## config.mk

```make
export PLATFORM = sky130hd
export DESIGN_NAME = memory_arbiter
export DESIGN_NICKNAME = d
export VERILOG_FILES = /design/src/rtl/memory_arbiter_pkg.sv /design/src/rtl/memory_arbiter_rr_picker.sv /design/src/rtl/memory_arbiter.sv
export SDC_FILE = /design/constraint.sdc
export NUM_CORES = 1
export LEC_CHECK = 0
export CAP_MARGIN = 0
export CORE_MARGIN = 2
export CORE_UTILIZATION = 45
export DETAILED_ROUTE_END_ITERATION = 8
export PLACE_DENSITY = 0.87
export SYNTH_ARGS = -nofsm -noshare
export SYNTH_HDL_FRONTEND = slang
export SYNTH_SLANG_ARGS = --single-unit
```

## constraint.sdc

```tcl
create_clock -name clock -period 5.55 [get_ports clock]
set_clock_uncertainty 0.05 [all_clocks]
set_input_delay 0.555 -clock clock [delete_from_list [all_inputs] [get_ports clock]]
set_output_delay 0.555 -clock clock [all_outputs]
set_load 0.1 [all_outputs]
```

## src/rtl/memory_arbiter_pkg.sv

```systemverilog
// Shared types for the external memory port arbiter: register value type,
// arbiter FSM state encoding and the fixed requester indices.
package memory_arbiter_pkg;

    typedef logic [31:0] regval_t;

    typedef enum logic [1:0] {
        IDLE  = 2'd0,
        ISSUE = 2'd1,
        WAIT  = 2'd2,
        DONE  = 2'd3
    } mem_arb_state_t;

    // Requester slots on the shared port
    localparam int REQ_FETCH = 0;
    localparam int REQ_READ  = 1;
    localparam int REQ_WRITE = 2;

endpackage

```

## src/rtl/memory_arbiter_rr_picker.sv

```systemverilog
// Combinational round-robin picker: returns the first set request bit found
// when searching upward from last+1, wrapping NUM_REQ-1 -> 0.
module rr_picker
    import memory_arbiter_pkg::*;
#(
    parameter int NUM_REQ = 3,
    localparam int IW = $clog2(NUM_REQ)
) (
    input  logic [NUM_REQ-1:0] req,
    input  logic [IW-1:0]      last,
    output logic [IW-1:0]      grant,
    output logic               any
);

    logic [IW-1:0] cand;

    // First-set search starting just after the previously served index
    always_comb begin
        grant = '0;
        any   = 1'b0;
        cand  = '0;
        for (int k = 1; k <= NUM_REQ; k++) begin
            cand = IW'((int'(last) + k) % NUM_REQ);
            if (!any && req[cand]) begin
                any   = 1'b1;
                grant = cand;
            end
        end
    end

endmodule

```

## src/rtl/memory_arbiter.sv

```systemverilog
// Round-robin arbiter sharing one external memory port between NUM_REQ
// requesters (0 fetch, 1 read, 2 write). One transaction outstanding at a
// time, with a response watchdog that returns an error after TIMEOUT_CYCLES.
// Optional feature: define MEMORY_ARBITER_LOCK_EN to add req_lock, which lets
// the granted requester keep the port for a read-modify-write sequence.
module memory_arbiter
    import memory_arbiter_pkg::*;
#(
    parameter int NUM_REQ        = 3,
    parameter int TIMEOUT_CYCLES = 255
) (
    input  logic                  clock,
    input  logic                  reset,
    input  logic [NUM_REQ-1:0]    req_enable,
    input  logic [NUM_REQ-1:0]    req_write,
    input  logic [NUM_REQ*32-1:0] req_address,
    input  logic [NUM_REQ*32-1:0] req_data,
`ifdef MEMORY_ARBITER_LOCK_EN
    input  logic [NUM_REQ-1:0]    req_lock,
`endif
    output logic [NUM_REQ-1:0]    resp_valid,
    output logic [NUM_REQ-1:0]    resp_error,
    output logic [31:0]           resp_data,
    output logic                  mem_enable,
    output logic                  mem_write,
    output logic [31:0]           mem_address,
    output logic [31:0]           mem_wdata,
    input  logic                  mem_accept,
    input  logic                  mem_valid,
    input  logic [31:0]           mem_rdata
);

    localparam int IW = $clog2(NUM_REQ);
    localparam int TW = $clog2(TIMEOUT_CYCLES + 1);

    localparam logic [1:0] S_IDLE  = IDLE;
    localparam logic [1:0] S_ISSUE = ISSUE;
    localparam logic [1:0] S_WAIT  = WAIT;
    localparam logic [1:0] S_DONE  = DONE;

    logic [1:0]    state_reg;
    logic [IW-1:0] rr_last_reg;
    logic [IW-1:0] grant_reg;
    logic          write_reg;
    regval_t       addr_reg;
    regval_t       wdata_reg;
    logic [TW-1:0] timer_reg;
    logic          err_reg;
    regval_t       resp_data_reg;

    regval_t       addr_arr  [NUM_REQ];
    regval_t       wdata_arr [NUM_REQ];

    logic [IW-1:0] pick_grant;
    logic          pick_any;
    logic [IW-1:0] grant_next;
    logic          start_next;
    logic          locked;

    // Unpack the flat per-requester buses
    genvar gi;
    generate
        for (gi = 0; gi < NUM_REQ; gi++) begin : g_unpack
            assign addr_arr[gi]  = req_address[gi*32 +: 32];
            assign wdata_arr[gi] = req_data[gi*32 +: 32];
        end
    endgenerate

    rr_picker #(.NUM_REQ(NUM_REQ)) u_picker (
        .req   (req_enable),
        .last  (rr_last_reg),
        .grant (pick_grant),
        .any   (pick_any)
    );

`ifdef MEMORY_ARBITER_LOCK_EN
    logic lock_reg;
    // A held lock is honoured only while its owner still requests and locks
    assign locked = lock_reg && req_enable[grant_reg] && req_lock[grant_reg];
`else
    assign locked = 1'b0;
`endif

    // Lock (when present) overrides rotation; otherwise take the picker result
    always_comb begin
        grant_next = pick_grant;
        start_next = pick_any;
        if (locked) begin
            grant_next = grant_reg;
            start_next = 1'b1;
        end
    end

    // Arbiter FSM, command latch, watchdog timer and response capture
    always_ff @(posedge clock) begin
        if (reset) begin
            state_reg     <= S_IDLE;
            rr_last_reg   <= IW'(NUM_REQ - 1);
            grant_reg     <= '0;
            write_reg     <= 1'b0;
            addr_reg      <= '0;
            wdata_reg     <= '0;
            timer_reg     <= '0;
            err_reg       <= 1'b0;
            resp_data_reg <= '0;
`ifdef MEMORY_ARBITER_LOCK_EN
            lock_reg      <= 1'b0;
`endif
        end else begin
            case (state_reg)
                S_IDLE: begin
`ifdef MEMORY_ARBITER_LOCK_EN
                    if (!locked) begin
                        lock_reg <= 1'b0;
                    end
`endif
                    if (start_next) begin
                        grant_reg <= grant_next;
                        write_reg <= req_write[grant_next];
                        addr_reg  <= addr_arr[grant_next];
                        wdata_reg <= wdata_arr[grant_next];
                        state_reg <= S_ISSUE;
                    end
                end
                S_ISSUE: begin
                    if (mem_accept) begin
                        timer_reg <= '0;
                        state_reg <= S_WAIT;
                    end
                end
                S_WAIT: begin
                    // A completion in the same cycle as the timeout wins
                    if (mem_valid) begin
                        resp_data_reg <= write_reg ? '0 : mem_rdata;
                        err_reg       <= 1'b0;
                        state_reg     <= S_DONE;
                    end else if (timer_reg == TW'(TIMEOUT_CYCLES)) begin
                        resp_data_reg <= '0;
                        err_reg       <= 1'b1;
                        state_reg     <= S_DONE;
                    end else begin
                        timer_reg <= timer_reg + TW'(1);
                    end
                end
                S_DONE: begin
`ifdef MEMORY_ARBITER_LOCK_EN
                    // A locked requester keeps its turn: rotation is frozen
                    if (req_lock[grant_reg]) begin
                        lock_reg <= 1'b1;
                    end else begin
                        lock_reg    <= 1'b0;
                        rr_last_reg <= grant_reg;
                    end
`else
                    rr_last_reg <= grant_reg;
`endif
                    state_reg <= S_IDLE;
                end
                default: state_reg <= S_IDLE;
            endcase
        end
    end

    // Memory command outputs come straight from the latch while issuing
    always_comb begin
        mem_enable  = (state_reg == S_ISSUE);
        mem_write   = mem_enable && write_reg;
        mem_address = mem_enable ? addr_reg  : '0;
        mem_wdata   = mem_enable ? wdata_reg : '0;
    end

    // Completion pulse only reaches a requester that is still asking
    generate
        for (gi = 0; gi < NUM_REQ; gi++) begin : g_resp
            assign resp_valid[gi] = (state_reg == S_DONE) && (grant_reg == IW'(gi)) && req_enable[gi];
            assign resp_error[gi] = resp_valid[gi] && err_reg;
        end
    endgenerate

    assign resp_data = resp_data_reg;

endmodule

```

; ---- Word-level counts from Yosys, hierarchy flattened
; Index checks and enable logic that the tools add are counted.
[op_classes]
eq_ne = 11
n_lt_le_gt_ge = 5
add_sub_neg = 4
n_reduce_logical = 22
div = 3
mux = 36
bitwise_logic = 1
[op_table]
columns = op, count
row1 = $mux W32, 9
row2 = $bmux W32 S2, 2
row3 = $mod A32 B3 Y32 const B, 3
row4 = $mux W8, 3
row5 = $pmux W8 S2, 1
row6 = $mux W2, 7
row7 = $logic_and A1 B1 Y1, 12
row8 = $lt A2 B3 Y1 const B, 4
row9 = $mux W1, 9
row10 = $add A8 B1 Y8 const B, 1
row11 = $bmux W1 S2, 4
row12 = $eq A8 B8 Y1 const B, 1
row13 = $pmux W2 S4, 1
row14 = $add A2 B2 Y3 const B, 2
row15 = $eq A2 B2 Y1 const B, 3
row16 = $ne A2 B2 Y1 const B, 3
row17 = $eq A2 B1 Y1 const B, 2
row18 = $logic_not A2 Y1, 2
row19 = $reduce_and A2 Y1, 2
row20 = $reduce_and A4 Y1, 1
row21 = $reduce_bool A2 Y1, 2
row22 = $add A2 B1 Y3 const B, 1
row23 = $ge A3 B3 Y1 const B, 1
row24 = $ne A3 B3 Y1 const B, 1
row25 = other kinds (4), 5
[word_totals]
out_inout_bits = 104
elab_cells = 91
ff_bits = 112

; ---- Logic depth before layout (Yosys ltp)
[depth]
word_depth = 15
ltp_mapped = 10
depth_no_buf = 7

; ---- Modules after synthesis
; Synthesis repeated with hierarchy kept, for this count alone.
[unflattened]
cells_unflattened = 700
hier_area_um2 = 5835.6
[by_module_without_submodules]
columns = module, instances, area_each_um2, cells_per_inst, seq_area_each_um2
row1 = memory_arbiter, 1, 5704.2, 680, 2242.2
row2 = rr_picker, 1, 131.4, 20, 0.0

; ---- Least setup slack after synthesis
; No wires, ideal clock.
[synth_timing]
kind = input port to output port
start = in req_enable[0]
end = out resp_error[0]
slack_ps = 426
path_buffers = 0
t_arrival_ps = 4519
cell_stages = 2
required_time_ps = 4945
path_cell_list = nor4bb_1 > and2_1
[synth_via]
elab_chain_len = 2
[synth_lines]
columns = item, line
row1 = start: declaration, memory_arbiter.sv:14  ; input logic [NUM_REQ-1:0] req_enable,
row2 = $logic_and A1 B1 Y1, memory_arbiter.sv:175  ; assign resp_valid[gi] = (state_reg == S_DONE) && (grant_reg == IW'(gi)) && req_enable[gi];
row3 = $logic_and A1 B1 Y1, memory_arbiter.sv:176  ; assign resp_error[gi] = resp_valid[gi] && err_reg;
row4 = end: declaration, memory_arbiter.sv:22  ; output logic [NUM_REQ-1:0] resp_error,
; Every way passes these cells.

; ---- Worst setup path after layout
[layout_timing]
start = reg state_reg[1]
end = out mem_wdata[20]
[layout_via]
elab_chain_len = 2
[layout_lines]
columns = item, line
row1 = start: declaration, memory_arbiter.sv:41  ; logic [1:0] state_reg;
row2 = start signal: assignment, memory_arbiter.sv:97  ; state_reg <= S_IDLE;
row3 = start signal: assignment, memory_arbiter.sv:122  ; state_reg <= S_ISSUE;
row4 = start signal: assignment, memory_arbiter.sv:128  ; state_reg <= S_WAIT;
row5 = $eq A2 B1 Y1, memory_arbiter.sv:166  ; mem_enable = (state_reg == S_ISSUE);
row6 = $mux W32, memory_arbiter.sv:169  ; mem_wdata = mem_enable ? wdata_reg : '0;
row7 = end: declaration, memory_arbiter.sv:27  ; output logic [31:0] mem_wdata,
; Every way passes these cells.

==> run metrics <==
status finished clean; post-synthesis compound-gate area fraction 32.3%; Routed met3 length 2.07 mm; part of the Yosys area used for sequential elements 31.4%; Final Slew Violations 0; DRT Pass-1 Iters 5; overall track demand over capacity in global routing 28.2%; routed length on met2 12.1 mm; largest voltage drop on the vdd net 0.201 mV; worst r2r src rr_last_reg[0]; wire length of the first global-routing pass 37.6 mm; detailed-routing wirelength on met1 9.53 mm; Root Buffer clkbuf_16; PD cells 395 mW/mm^2; largest family of logic cells by synthesized area compound AO/OA/AOI/OAI gates; min cycle time layout 3890 ps; Initial Utilization 45.4%; Required @ worst endpoint 4950 ps; top flip-flop cell by instance count after synthesis dfxtp_1; final RePlAce weighted congestion 0.819; core footprint 0.0157 sq mm; total vias in the final route 7076; first element of the critical path state_reg[1]; most used cells in the layout excluding fill and tap cells 337 x clkdlybuf4s50_1, 112 x dfxtp_1, 107 x nor2_1, 74 x inv_1; multiplexer fraction of the synthesized cell area 0.754%; Cell Area, Synth 0.00714 sq mm; Wirelength per Cell 19.4 um; number of primary I/O pins 338; total nets after synthesis 1007; worst reg2reg setup slack 2060 ps; HPWL Detailed 16.9 mm; top sig layer met4; count of instances resized after the clock tree is built 0; clock tree from TritonCTS built; GRT overflow 0; fin crit share 70.0%; full die area 0.0169 sq mm; crit path kind flop to output port; number of DRC violations after detailed-routing iteration 0 338; synthesized area divided by synthesized cell count 9.35 sq um; Num Clock Sinks 112; vias in the first global route 7082; critical path launch point type flop; Die Span X 130 um; leakage power of the design 3.96 nW; synthesis-to-layout area growth 49.1%; antenna violations before repair 0; antenna-violating nets left 0; area fraction in and, or, nand and nor cells after synthesis 21.0%; headroom to the max-slew limit 26.0%; # rows 46; Syn. warnings 0; Hold/Removal Path Class flop to flop; post-CTS clock slew at the launch and capture registers of the worst setup and hold paths 70 ps; number of enable flip-flop cells after synthesis 0; final-layout fill cell count 1251; measured slew at the worst slew-check pin 1110 ps; H-tree lvl count 3; Post-route DRC 0; critical path data arrival time 3280 ps; R2R depth 9; number of buffer cells added on primary ports 337; arithmetic-cell share of the synthesized area counting full adders, half adders and majority gates 1.75%; share of synthesized registers carrying an async set or reset 0%; Layout Nets 1286; Final Cell Area 0.0106 sq mm; number of buffers inserted by post-CTS setup repair 0; post-placement cell area 0.0103 sq mm; core occupancy in the finished layout 67.7%; last element of the critical path mem_wdata[20]; buffer levels on the longest clock path 2; clock buffer count from CTS 9; number of instances in the synthesized netlist 763; share of layout cells above drive strength 1 13.5%; total of flip-flops plus latches after synthesis 112; Final Routed Wirelength 24.5 mm; share of the synthesized netlist area taken by xor and xnor gates 0.736%; setup repair after global routing missed its margin false; count of max-cap constraint violations 0; post-DR vias/cell 5.60; clock network latency to the later pin of the worst-skew pair 360 ps; Die H 130 um; pin count of the biggest net entering global routing 67; highest fanout seen on the critical path 48; final setup violation count 0; most common library cell in the layout ignoring fill and taps clkdlybuf4s50_1; count of cell types in the netlist 49; capture instance of the worst register-to-register path addr_reg[25]; endpoints failing hold 0; setup tns final 0 ps; fmax 0.257 GHz; hold buffer count at cts 0; nature of the critical path endpoint output port
## cells in the mapped netlist, types with 2 or more instances
library cell	n	share of area (%)
o21ai_1	2	0.14
nand4_1	3	0.26
a221oi_1	16	2.0
dfxtp_1	112	31
a22oi_1	30	3.2
nand2_1	18	0.95
inv_1	74	3.9
o21ai_0	3	0.21
and2_1	69	6.0
a21oi_1	6	0.42
nor2_1	107	5.6
o211ai_2	2	0.35
xor2_1	6	0.74
buf_4	5	0.53
ha_1	10	1.8
nand3_1	2	0.14
a221oi_2	50	11
o211ai_1	7	0.74
clkbuf_1	35	1.8
buf_6	23	3.6
o32ai_2	51	12
nand2b_1	3	0.26
and3_1	69	6.0
o32ai_1	15	1.8
buf_12	5	1.4
nor3_1	2	0.14
nor2b_1	3	0.26
mux2i_1	4	0.56
buf_2	10	0.70
nand3b_1	2	0.21
## worst min-delay path by stage
stage / from / endpoint / slack [ps] / cells after the start
after global placement: wdata_reg[7] / wdata_reg[7] / 380 / 2
after CTS: addr_reg[27] / addr_reg[27] / 400 / 2
final: addr_reg[27] / addr_reg[27] / 400 / 2
after global routing: wdata_reg[1] / wdata_reg[1] / 420 / 2
after floorplan: addr_reg[26] / addr_reg[26] / 380 / 2
after detailed placement: addr_reg[27] / addr_reg[27] / 390 / 2
## logic make-up (layout without fill, tap and decap cells)
| group | after synthesis | after routing |
|---|---|---|
| mux | 5 | 5 |
| buf+inv | 152 | 436 |
| fa+ha+maj | 10 | 10 |
| xor+xnor | 6 | 6 |
| flops | 112 | 112 |
| other cells | 0 | 1 |
| simple gates | 285 | 285 |
| compound gates | 193 | 193 |
## per-stage QoR
stage,power (mW),cells,setup WS (ps),hold WS (ps)
finish,4.20,1264,1660,403
global route,4.40,1263,1510,423
CTS,4.22,1263,1640,403
detailed placement,3.52,1247,1950,391
global placement,3.49,1247,1970,385
floorplan,3.01,763,426,377
## metal layers
layer  GRT usage, %  up-vias
li1               -     3336
met1           32.8     3368
met2           48.8      319
met3           8.08       53
met4           11.6        0
met5              0        -
## area by class of cell
type | instances | area, sq um | area share, %
sequential | 112 | 2240 | 21.1
inverter | 74 | 278 | 2.61
timing repair buffer | 346 | 3440 | 32.3
multi-input combinational | 499 | 4100 | 38.5
tap | 216 | 270 | 2.54
antenna | 1 | 2.50 | 0.0235
clock inverter | 6 | 68.8 | 0.647
clock buffer | 10 | 239 | 2.25
## critical path, stage by stage (launching register included)
cell and delay [ps]:
dfxtp_1 340, inv_1 100, ha_2 770, buf_4 370
and2_1 170, clkdlybuf4s50_1 1150
## where the power goes
| part | total [mW] | switching (mW) | internal (mW) |
|---|---|---|---|
| combinational | 2.38 | 1.57 | 0.811 |
| clock | 0.690 | 0.325 | 0.365 |
| sequential | 1.13 | 0.109 | 1.02 |
| total | 4.20 | 2.00 | 2.20 |
No activity file was read; power rests on OpenSTA's default activity.
